--- src/rtl/cook_sequencer_if.sv ---
// Front-panel bundle between the keypad/buttons, the display and the cook sequencer.
// The master drives the buttons and keypad. The slave is the sequencer, which drives the display and magnetron.
interface cook_sequencer_if;
    logic       startn;
    logic       stopn;
    logic       clearn;
    logic       door_closed;
    logic       digit_valid;
    logic [3:0] digit;
    logic [1:0] power;
    logic       mag_on;
    logic [3:0] min_tens;
    logic [3:0] min_ones;
    logic [3:0] sec_tens;
    logic [3:0] sec_ones;
    logic [1:0] state;
    logic       done;
    logic       beep;

    modport master (
        output startn, stopn, clearn, door_closed, digit_valid, digit, power,
        input  mag_on, min_tens, min_ones, sec_tens, sec_ones, state, done, beep
    );

    modport slave (
        input  startn, stopn, clearn, door_closed, digit_valid, digit, power,
        output mag_on, min_tens, min_ones, sec_tens, sec_ones, state, done, beep
    );
endinterface

--- src/rtl/cook_sequencer.sv ---
// Microwave cook sequencer: MM:SS keypad entry, BCD countdown, pause/resume, power duty cycling.
// Define BEEP_EN to enable the three-pulse completion buzzer; otherwise beep is tied low.
module cook_sequencer #(
    parameter int TICKS_PER_SEC = 50_000_000
) (
    input  logic           clk,
    input  logic           rst,
    cook_sequencer_if.slave panel
);
    localparam logic [1:0] ST_IDLE  = 2'd0;
    localparam logic [1:0] ST_COOK  = 2'd1;
    localparam logic [1:0] ST_PAUSE = 2'd2;
    localparam logic [1:0] ST_DONE  = 2'd3;

    localparam int            PW  = (TICKS_PER_SEC > 1) ? $clog2(TICKS_PER_SEC) : 1;
    localparam logic [PW-1:0] TC  = PW'(TICKS_PER_SEC - 1);
    localparam logic [PW-1:0] ONE = PW'(1);

    logic [1:0]    state_reg, state_next;
    logic [15:0]   time_reg, time_next;
    logic [PW-1:0] presc_reg, presc_next;
    logic [1:0]    phase_reg, phase_next;
    logic [1:0]    power_reg, power_next;
    logic          mag_reg, mag_next;
    logic [15:0]   time_dec;
    logic          tc;

    // BCD countdown; seconds-tens borrows back to 5, the other digits to 9.
    always_comb begin
        time_dec = time_reg;
        if (time_reg[3:0] != 4'd0) begin
            time_dec[3:0] = time_reg[3:0] - 4'd1;
        end else begin
            time_dec[3:0] = 4'd9;
            if (time_reg[7:4] != 4'd0) begin
                time_dec[7:4] = time_reg[7:4] - 4'd1;
            end else begin
                time_dec[7:4] = 4'd5;
                if (time_reg[11:8] != 4'd0) begin
                    time_dec[11:8] = time_reg[11:8] - 4'd1;
                end else begin
                    time_dec[11:8]  = 4'd9;
                    time_dec[15:12] = time_reg[15:12] - 4'd1;
                end
            end
        end
    end

    assign tc = (presc_reg == TC);

    always_comb begin
        state_next = state_reg;
        time_next  = time_reg;
        presc_next = presc_reg;
        phase_next = phase_reg;
        power_next = power_reg;
        case (state_reg)
            ST_IDLE: begin
                if (!panel.clearn) begin
                    time_next = 16'd0;
                end else if (!panel.startn && panel.stopn && panel.door_closed && time_reg != 16'd0) begin
                    state_next = ST_COOK;
                    presc_next = '0;
                    phase_next = 2'd0;
                    power_next = panel.power;
                end else if (panel.digit_valid && panel.digit <= 4'd9) begin
                    time_next = {time_reg[11:0], panel.digit};
                end
            end
            ST_COOK: begin
                if (!panel.clearn) begin
                    state_next = ST_IDLE;
                    time_next  = 16'd0;
                end else if (!panel.stopn || !panel.door_closed) begin
                    state_next = ST_PAUSE;
                end else if (tc) begin
                    presc_next = '0;
                    phase_next = phase_reg + 2'd1;
                    time_next  = time_dec;
                    if (time_dec == 16'd0) begin
                        state_next = ST_DONE;
                    end
                end else begin
                    presc_next = presc_reg + ONE;
                end
            end
            ST_PAUSE: begin
                if (!panel.clearn || !panel.stopn) begin
                    state_next = ST_IDLE;
                    time_next  = 16'd0;
                end else if (panel.door_closed && !panel.startn) begin
                    state_next = ST_COOK;
                    power_next = panel.power;
                end
            end
            default: begin
                if (!panel.startn || !panel.stopn || !panel.clearn || !panel.door_closed) begin
                    state_next = ST_IDLE;
                end else begin
                    // Keeps running in DONE so the buzzer has a seconds base.
                    presc_next = tc ? '0 : presc_reg + ONE;
                end
            end
        endcase
        mag_next = (state_next == ST_COOK) && (phase_next <= power_next);
    end

    always_ff @(posedge clk or posedge rst) begin
        if (rst) begin
            state_reg <= ST_IDLE;
            time_reg  <= 16'd0;
            presc_reg <= '0;
            phase_reg <= 2'd0;
            power_reg <= 2'd0;
            mag_reg   <= 1'b0;
        end else begin
            state_reg <= state_next;
            time_reg  <= time_next;
            presc_reg <= presc_next;
            phase_reg <= phase_next;
            power_reg <= power_next;
            mag_reg   <= mag_next;
        end
    end

`ifdef BEEP_EN
    logic [2:0] beep_sec_reg, beep_sec_next;
    logic       beep_reg, beep_next;

    // Seconds 0, 2 and 4 after entering DONE are audible.
    always_comb begin
        beep_sec_next = beep_sec_reg;
        if (state_reg != ST_DONE && state_next == ST_DONE) begin
            beep_sec_next = 3'd0;
        end else if (state_reg == ST_DONE && tc && beep_sec_reg != 3'd6) begin
            beep_sec_next = beep_sec_reg + 3'd1;
        end
        beep_next = (state_next == ST_DONE) && (beep_sec_next < 3'd6) && !beep_sec_next[0];
    end

    always_ff @(posedge clk or posedge rst) begin
        if (rst) begin
            beep_sec_reg <= 3'd0;
            beep_reg     <= 1'b0;
        end else begin
            beep_sec_reg <= beep_sec_next;
            beep_reg     <= beep_next;
        end
    end

    assign panel.beep = beep_reg;
`else
    assign panel.beep = 1'b0;
`endif

    // The door interlock bypasses the register so the magnetron stops in the cycle the door opens.
    assign panel.mag_on   = mag_reg & panel.door_closed;
    assign panel.min_tens = time_reg[15:12];
    assign panel.min_ones = time_reg[11:8];
    assign panel.sec_tens = time_reg[7:4];
    assign panel.sec_ones = time_reg[3:0];
    assign panel.state    = state_reg;
    assign panel.done     = (state_reg == ST_DONE);
endmodule

--- src/flat_wrapper.sv ---
// flat-port wrapper written by rule: the top's interface ports become plain ports
module cook_sequencer_flat 
#(
    parameter int TICKS_PER_SEC = 50_000_000
)
  (clk, rst, panel_startn, panel_stopn, panel_clearn, panel_door_closed, panel_digit_valid, panel_digit, panel_power, panel_mag_on, panel_min_tens, panel_min_ones, panel_sec_tens, panel_sec_ones, panel_state, panel_done, panel_beep);
  cook_sequencer_if panel_i ();
  input  logic clk;
  input  logic rst;
  input wire logic [$bits(panel_i.startn)-1:0] panel_startn;
  input wire logic [$bits(panel_i.stopn)-1:0] panel_stopn;
  input wire logic [$bits(panel_i.clearn)-1:0] panel_clearn;
  input wire logic [$bits(panel_i.door_closed)-1:0] panel_door_closed;
  input wire logic [$bits(panel_i.digit_valid)-1:0] panel_digit_valid;
  input wire logic [$bits(panel_i.digit)-1:0] panel_digit;
  input wire logic [$bits(panel_i.power)-1:0] panel_power;
  output wire logic [$bits(panel_i.mag_on)-1:0] panel_mag_on;
  output wire logic [$bits(panel_i.min_tens)-1:0] panel_min_tens;
  output wire logic [$bits(panel_i.min_ones)-1:0] panel_min_ones;
  output wire logic [$bits(panel_i.sec_tens)-1:0] panel_sec_tens;
  output wire logic [$bits(panel_i.sec_ones)-1:0] panel_sec_ones;
  output wire logic [$bits(panel_i.state)-1:0] panel_state;
  output wire logic [$bits(panel_i.done)-1:0] panel_done;
  output wire logic [$bits(panel_i.beep)-1:0] panel_beep;
  assign panel_i.startn = panel_startn;
  assign panel_i.stopn = panel_stopn;
  assign panel_i.clearn = panel_clearn;
  assign panel_i.door_closed = panel_door_closed;
  assign panel_i.digit_valid = panel_digit_valid;
  assign panel_i.digit = panel_digit;
  assign panel_i.power = panel_power;
  assign panel_mag_on = panel_i.mag_on;
  assign panel_min_tens = panel_i.min_tens;
  assign panel_min_ones = panel_i.min_ones;
  assign panel_sec_tens = panel_i.sec_tens;
  assign panel_sec_ones = panel_i.sec_ones;
  assign panel_state = panel_i.state;
  assign panel_done = panel_i.done;
  assign panel_beep = panel_i.beep;
  cook_sequencer #(.TICKS_PER_SEC(TICKS_PER_SEC)) u_core (.clk(clk), .rst(rst), .panel(panel_i));
endmodule
--- config.mk ---
export PLATFORM = sky130hd
export DESIGN_NAME = cook_sequencer_flat
export DESIGN_NICKNAME = d
export VERILOG_FILES = /design/src/rtl/cook_sequencer_if.sv /design/src/rtl/cook_sequencer.sv /design/src/flat_wrapper.sv
export SDC_FILE = /design/constraint.sdc
export NUM_CORES = 1
export LEC_CHECK = 0
export BUFFER_PORTS_ARGS = -buffer_cell sky130_fd_sc_hd__buf_2
export CAP_MARGIN = 20
export CORE_MARGIN = 5
export CORE_UTILIZATION = 47
export DETAILED_ROUTE_END_ITERATION = 12
export PLACE_DENSITY_LB_ADDON = 0.1
export SYNTH_ARGS = -nofsm -noshare
export SYNTH_HDL_FRONTEND = slang
export SYNTH_SLANG_ARGS = --single-unit
--- constraint.sdc ---
create_clock -name clk -period 4 [get_ports clk]
set_clock_uncertainty 0.15 [all_clocks]
set_input_delay 0.8 -clock clk [delete_from_list [all_inputs] [get_ports clk]]
set_output_delay 0.8 -clock clk [all_outputs]
set_load 0.01 [all_outputs]
* Word level (Yosys, flattened, before mapping)
Cells that the tools add are included.
** Storage, ports and cells
- Register bits :: 49
- Bits of input ports :: 13
- Output and inout port bits :: 21
- Logic and storage cells :: 97
** Operators by class
- Add/sub/neg operators :: 6
- $lt $le $gt $ge :: 2
- Eq/ne operators :: 15
- Muxes and demuxes :: 42
- Bitwise operators :: 2
- Reductions and logical operators :: 24
** Operator list (count)
- 26-bit 2-to-1 mux :: 6
- 16-bit 2-to-1 mux :: 7
- 26-bit case mux with 3 select lines :: 1
- 16-bit case mux with 3 select lines :: 1
- 2-bit 2-to-1 mux :: 18
- 26-bit by 1-bit adder with 26-bit output, second input constant :: 1
- 26-bit == test, second input constant :: 1
- 16-bit zero test :: 1
- 4-bit 2-to-1 mux :: 4
- 16-bit nonzero test :: 1
- 4-bit by 1-bit subtractor with 4-bit output, second input constant :: 4
- 12-bit 2-to-1 mux :: 1
- 6-bit AND reduction :: 2
- 4-bit nonzero test :: 3
- 3-bit inequality test, second input constant :: 3
- 8-bit 2-to-1 mux :: 1
- 2-bit case mux with 2 select lines :: 2
- 1-bit logical AND :: 6
- 2-bit inequality test, second input constant :: 3
- 3-bit by 2-bit inequality test with 1-bit output, second input constant :: 2
- 2-bit case mux with 3 select lines :: 1
- 1-bit logical OR :: 5
- 2-bit by 1-bit == test with 1-bit output, second input constant :: 2
- 2-bit == test, second input constant :: 2
- 9 further kinds :: 13

* Logic depth before layout (Yosys ltp)
Gate-level depths: netlist (run 1).
- Depth after elaboration :: 12
- Gate-level depth with buffers :: 15
- Mapped depth without buffers :: 14

* Worst setup path before layout (run 1)
Ideal clock, no wire load.
- Path type :: register to register
- Start :: register u_core.time_reg[0]
- End :: register u_core.mag_reg
- Data arrival time :: 3572 ps
- Path slack :: 201 ps
- Cell stages (with the launch flop) :: 16
- Buffers on the path :: 1
- Clock period less this slack :: 3799 ps
- Path through :: dfrtp_1 -> inv_1 -> ha_1 -> or4b_1 -> buf_2 -> or4_4 -> nor2_2 -> nor2b_1 -> a22o_1 -> a221oi_1 -> ha_1 -> nor2b_1 -> o21ai_0 -> o211ai_1 -> a211o_1 -> o21ai_1
** Between the ends
- Cells in the longest elaborated chain, start to end :: 10
** Ends and longest elaborated chain
- from (decl) :: line cook_sequencer.sv:20 : logic [15:0] time_reg, time_next;
- from (signal assigned) :: line cook_sequencer.sv:118 : time_reg <= time_next;
- 4-bit by 1-bit subtractor with 4-bit output / 4-bit nonzero test (equally long branches) :: line cook_sequencer.sv:32, cook_sequencer.sv:31
- 4-bit 2-to-1 mux / 12-bit 2-to-1 mux (equally long branches) :: line cook_sequencer.sv:31 : if (time_reg[3:0] != 4'd0) begin
- 16-bit zero test :: line cook_sequencer.sv:80 : if (time_dec == 16'd0) begin
- 2-bit 2-to-1 mux :: line cook_sequencer.sv:80
- 2-bit 2-to-1 mux :: line cook_sequencer.sv:76 : end else if (tc) begin
- 2-bit 2-to-1 mux :: line cook_sequencer.sv:74 : end else if (!panel.stopn || !panel.door_closed) begin
- 2-bit 2-to-1 mux :: line cook_sequencer.sv:71 : if (!panel.clearn) begin
- 2-bit case mux with 3 select lines :: line cook_sequencer.sv:57 : case (state_reg)
- 2-bit by 1-bit == test with 1-bit output :: line cook_sequencer.sv:105 : mag_next = (state_next == ST_COOK) && (phase_next <= power_next);
- 1-bit logical AND * :: line cook_sequencer.sv:105
- via u_core.mag_next :: line cook_sequencer.sv:24 : logic mag_reg, mag_next;
- to (signal assigned) :: line cook_sequencer.sv:122 : mag_reg <= mag_next;
- to (decl) :: line cook_sequencer.sv:24
The timed path passes the listed nets; every way through them passes the cells marked *.
A chain may end at the register's enable or synchronous reset.

* Worst setup path in the final report (run 1)
Ends and elaborated chain as after synthesis.

==> impl_metrics.json, run 1 <==
{
  "grt_pass1_wl_um": 14700,
  "largest_register_ffs": 26,
  "required_ps": 4090,
  "coreArea_mm2": 0.00687,
  "antenna_left": 0,
  "drt_wl_total_um": 8800,
  "vias_per_cell": 6.06,
  "status": "finished clean",
  "yosysUniqueCellTypes": 63,
  "cts-root-buf": "clkbuf_8",
  "grtUsageMet3_pct": 2.87,
  "use_met1_pct": 27.5,
  "place.gp.congestion": 0.910,
  "nets": 439,
  "syn_area_per_cell_um2": 8.60,
  "drtPass1Iterations": 4,
  "worst_pin_slew_ps": 840,
  "cts_setup_buffers": 0,
  "grt_busiest_layer": "met2",
  "grt_max_degree": 50,
  "fin_ws_ps": 170,
  "vias": 3097,
  "start_kind": "flip-flop",
  "core.rowCount": 30,
  "place_hpwl_um": 6170,
  "synth_ff_type": "dfrtp_1",
  "cp_slowest_cell": "or4_4",
  "synth_top_area_cell": "dfrtp_1",
  "worst-r2r-cell-count": 14,
  "path_cells": "inv_1 > ha_1 > or4b_1 > or4_4 > nor2_4 > nor2b_1 > a22o_1 > a221oi_2 > ha_1 > nor2b_1 > o21ai_1 > o211ai_1 > a211o_1 > o21ai_1",
  "path_class": "flip-flop to flip-flop",
  "num_antenna_cells": 0,
  "finalHoldViolCount": 0,
  "path_clk_slew_ps": 100,
  "layout_commonest_cell": "dfrtp_1",
  "synth_edf_count": 0,
  "cp_max_fo": 6,
  "clkSinkCount": 49,
  "rrSetupSlack_ps": 170,
  "wl_per_cell_um": 17.2,
  "maxSlewViolCount": 0,
  "slowest_delay_ps": 600,
  "synth_seq_cells": 49,
  "arrival_ps": 3920,
  "rr_endpoint": "u_core.mag_reg",
  "clock_path_buffers": 2,
  "cts_buffers": 5,
  "num_io_pins": 34,
  "powerDensity_mw_per_mm2": 577,
  "die_height_um": 94.4,
  "synthesis.area_mm2": 0.00335,
  "htree_levels": 2,
  "initialDrtViolationCount": 153,
  "start_util_pct": 48.7,
  "yosysWarnings": 0,
  "cts_tree": "done",
  "vdd_ir_drop_max_v": 0.000218,
  "tns_ps": 0,
  "power_mw": 2.13,
  "grt_antenna_before_repair": 0,
  "synth_area_leaders": "dfrtp_1 37%, ha_1 4.5%, xnor2_1 4.4%, nor2_1 4.1%, a21oi_1 3.6%",
  "clock_latency_ps": 310,
  "dpl_worst_slack_ps": 26.5,
  "clock.fmax_mhz": 261,
  "synthCells": 389,
  "synthToLayoutAreaGrowth_pct": 10.4,
  "async_reset_ff_share_pct": 100,
  "worstSetupStartpoint": "u_core.time_reg[0]",
  "synth.net_count": 414,
  "rsz0062_at_grt": "false",
  "maxCapViolCount": 0,
  "layout_common_cells": "48 x dfrtp_1, 37 x nor2_1, 32 x buf_2",
  "grt_pass1_vias": 2977,
  "setup_violations": 0,
  "finalCritPeriodShare_pct": 95.7,
  "relSlewSlack_pct": 43.2,
  "drive_gt1_share_pct": 14.9,
  "io_buffers": 32,
  "met2_usage_pct": 33.8,
  "min_path_type": "input port to asynchronous set/reset pin",
  "synth_top_area_share_pct": 36.6,
  "grt_usage_pct": 20.7,
  "period_minus_slack_ps": 3830,
  "dieArea_mm2": 0.00891,
  "r2r_start": "u_core.time_reg[0]",
  "drcViolationCount": 0,
  "fp.dieW_um": 94.4,
  "p_leak_nw": 1.59,
  "cp-end-kind": "flip-flop",
  "yosysSeqAreaShare_pct": 36.6,
  "grt_overflow": 0,
  "cts.hold.buffers_added": 0
}
## cell families after synthesis
group	synth area share, %
other cells	0.112
xor+xnor	4.45
buf+inv	5.05
mux	2.28
compound gates	24.2
simple gates	22.8
fa+ha+maj	4.49
flops	36.6
## cell usage after synthesis (9+ instances only)
master    count
o21ai_1      23
clkbuf_1     13
a21oi_1      24
o31ai_1      12
and3_1        9
inv_1        15
nand3_1      16
xnor2_1      17
nor2_1       37
o21ai_0      14
nand2_1      26
ha_1         12
dfrtp_1      49
## worst max path at each step
stage | end | cells past startpoint
after floorplan | u_core.mag_reg | 15
after global placement | u_core.mag_reg | 14
after detailed placement | u_core.mag_reg | 14
after CTS | u_core.mag_reg | 14
after global routing | u_core.mag_reg | 14
final | u_core.mag_reg | 14
## metrics by stage
stage,cell area [µm²],hold slack (ps),instances,utilization [%]
floorplan,3350,291,389,-
global placement,3570,325,502,51.9
detailed placement,3570,341,502,51.9
CTS,3670,354,510,53.4
global route,3700,320,511,53.8
finish,3700,308,511,53.8
## per-layer routing
layer  routed length, µm  part of all wire [%]  up-vias
met1                4040                    46     1494
li1                    -                     -     1495
met3                 430                   4.9       24
met2                4110                    47       84
met4                 230                   2.6        0
met5                   0                     0        -
## layout make-up
| cell class | count | area, µm² |
|---|---|---|
| Timing Repair Buffer | 39 | 225 |
| Multi-Input combinational cell | 304 | 1970 |
| Clock buffer | 6 | 82.6 |
| Clock inverter | 2 | 13.8 |
| Sequential cell | 49 | 1230 |
| Inverter | 15 | 56.3 |
| Tap cell | 96 | 120 |
| Fill cell | 663 | 3170 |
## where the power goes
part           leakage (nW)  switching (mW)  total, mW  internal [mW]
logic                 0.875           0.674       1.09          0.412
clock network        0.0512           0.181      0.321          0.141
registers             0.660           0.130      0.726          0.597
total                  1.59           0.984       2.13           1.15
## what timing repair did
| item | in CTS | in global routing |
|---|---|---|
| setup endpoints to repair | 1 | 1 |
| pin swaps | 0 | 0 |
| hold endpoints to repair | 0 | 0 |
| resized for setup | 1 | 3 |
## worst max-delay path, delay by kind of cell, from the launching register on
family | cells | cell delay [ps]
buffers and inverters | 1 | 140
AND/OR/NAND/NOR | 5 | 1460
flip-flops | 1 | 450
AO/OA/AOI/OAI | 6 | 1080
adder cells (fa/ha/maj) | 2 | 490
Note: power is estimated with default switching activity, not from simulation.
==> run 2, diff against run 1 <==
--- a/config.mk
+++ b/config.mk
@@ -10,7 +10,7 @@
 export CORE_MARGIN = 5
 export CORE_UTILIZATION = 47
 export DETAILED_ROUTE_END_ITERATION = 12
-export PLACE_DENSITY_LB_ADDON = 0.1
+export PLACE_DENSITY = 0.76
 export SYNTH_ARGS = -nofsm -noshare
 export SYNTH_HDL_FRONTEND = slang
 export SYNTH_SLANG_ARGS = --single-unit
==> run 2 against run 1 <==
Effect of this change: first-iteration DRC count is 61% higher; global-route usage is 1.4 points lower; total power is 0.43% lower; register-to-register slack better by 60 ps; setup slack better by 56 ps; utilization is 0.20 points lower; largest cell class unchanged; highest routed layer unchanged; die area stayed put; wire length is 5.4% lower; clock-buffer cell count is 1 higher; cell count is 0.39% lower; non-clock buffer count is 2 lower; critical path type unchanged.
==> impl_metrics.json, run 2 (same netlist as run 1, synthesis figures left out) <==
{
  "drtPass1Iterations": 6,
  "layout_commonest_cell": "dfrtp_1",
  "relSlewSlack_pct": 27.6,
  "maxCapViolCount": 0,
  "cp_slowest_cell": "or4_4",
  "clock.fmax_mhz": 265,
  "clkSinkCount": 49,
  "cp_max_fo": 5,
  "vias": 3105,
  "maxSlewViolCount": 0,
  "whs_ps": 299,
  "rsz0062_at_grt": "false",
  "tns_ps": 0,
  "n_fill_cell": 658,
  "initialDrtViolationCount": 246,
  "arrival_ps": 3850,
  "status": "finished clean",
  "io_buffers": 32,
  "place_hpwl_um": 5870,
  "coreArea_mm2": 0.00687,
  "cts_tree": "done",
  "powerDensity_mw_per_mm2": 577,
  "setup_violations": 0,
  "clock_latency_ps": 300,
  "switching_power_uw": 965,
  "grt_pass1_wl_um": 14100,
  "drcViolationCount": 0,
  "period_minus_slack_ps": 3770,
  "cts-root-buf": "clkbuf_8",
  "num_antenna_cells": 0,
  "wl_per_cell_um": 16.4,
  "grt_usage_pct": 19.3,
  "die_height_um": 94.4,
  "path_class": "flip-flop to flip-flop",
  "slowest_delay_ps": 600,
  "p_int_mw": 1.16,
  "dieArea_mm2": 0.00891,
  "min_path_type": "input port to asynchronous set/reset pin",
  "finalHoldViolCount": 0,
  "drive_gt1_share_pct": 14.5,
  "finalCritPeriodShare_pct": 94.3,
  "cts_buffers": 5,
  "core.rowCount": 30,
  "path_cells": "inv_2 > ha_1 > or4b_1 > or4_4 > nor2_4 > nor2b_1 > a22o_1 > a221oi_1 > ha_1 > nor2b_1 > o21ai_1 > o211ai_1 > a211o_1 > o21ai_1",
  "seqPwrFrac_pct": 34.1,
  "vdd_ir_drop_max_v": 0.000198,
  "htree_levels": 2,
  "grt_pass1_vias": 2927,
  "cp-end-kind": "flip-flop",
  "path_clk_slew_ps": 100,
  "worst_pin_slew_ps": 1080,
  "antenna_left": 0,
  "drt_wl_total_um": 8330,
  "netSwitchingFraction_pct": 45.4,
  "share_comb_of_total_power_pct": 50.6,
  "grt_antenna_before_repair": 0,
  "layout_common_cells": "49 x dfrtp_1, 37 x nor2_1, 32 x buf_2",
  "required_ps": 4070,
  "largest_register_ffs": 26,
  "p_leak_nw": 1.58,
  "clock_path_buffers": 2,
  "grt_overflow": 0,
  "fp.dieW_um": 94.4,
  "nets": 437,
  "grt_max_degree": 50,
  "synthToLayoutAreaGrowth_pct": 10.0,
  "start_util_pct": 48.7,
  "vias_per_cell": 6.10,
  "start_kind": "flip-flop",
  "p_clk_share_pct": 15.3,
  "place.gp.congestion": 0.939,
  "num_io_pins": 34
}
==> run 2: path summary, 6_finish.rpt <==
path | from | endpoint | slack, ps | cells after the start
setup / recovery | u_core.time_reg[1] | u_core.mag_reg | 230 | 14
hold / removal | rst | u_core.time_reg[6] | 300 | 2
setup reg to reg | u_core.time_reg[1] | u_core.mag_reg | 230 | 14
hold reg to reg | u_core.presc_reg[15] | u_core.presc_reg[15] | 330 | 1
max in group asynchronous | rst | u_core.phase_reg[1] | 2890 | 3
min in group clk | u_core.presc_reg[15] | u_core.presc_reg[15] | 330 | 1
==> run 2: routing by layer <==
metal | track usage, % | part of all wire [%]
met3 | 2.63 | 5.8
met2 | 32.7 | 47
met5 | 0 | 0
met4 | 4.09 | 0.88
met1 | 26.3 | 47
==> run 2: power groups by stage <==
stage / logic [mW] / registers (mW) / clock network (mW)
after floorplan: 0.750 / 0.730 / 0
after global placement: 1.03 / 0.723 / 0
after detailed placement: 1.05 / 0.732 / 0
after CTS: 1.05 / 0.722 / 0.333
after global routing: 1.19 / 0.740 / 0.354
final: 1.07 / 0.724 / 0.326
==> run 2: worst max-delay path, delay by kind of cell, from the launching register on <==
kind	cells	cell delay, ps
fa+ha+maj	2	470
compound gates	6	1090
buf+inv	1	110
flops	1	430
simple gates	5	1470
==> run 2: through the flow <==
step                      worst slack (ps)  area [µm²]  utilization [%]  std cells  total power [mW]
after global routing                  38.9        3680             53.6        509              2.28
after CTS                             44.5        3650             53.2        508              2.11
final                                  226        3680             53.6        509              2.12
after global placement                 206        3550             51.7        500              1.76
after detailed placement              48.3        3550             51.7        500              1.78
after floorplan                        201        3350                -        389              1.48
==> run 2: layout make-up <==
cell class	instances	area (µm²)	share of cell area, %
flip-flops and latches	49	1230	33.3
multi-input cells	304	1970	53.4
clock inverters	1	5.00	0.136
inverters	15	56.3	1.53
well taps	96	120	3.26
clock buffers	7	96.3	2.62
repair buffers	37	210	5.71
==> run 2: timing repair <==
item | in CTS | in global routing
hold buffers | 0 | 0
hold endpoints to repair | 0 | 0
endpoints found under the setup margin | 0 | 1
gates resized for setup | 0 | 4
setup buffers | 0 | 0
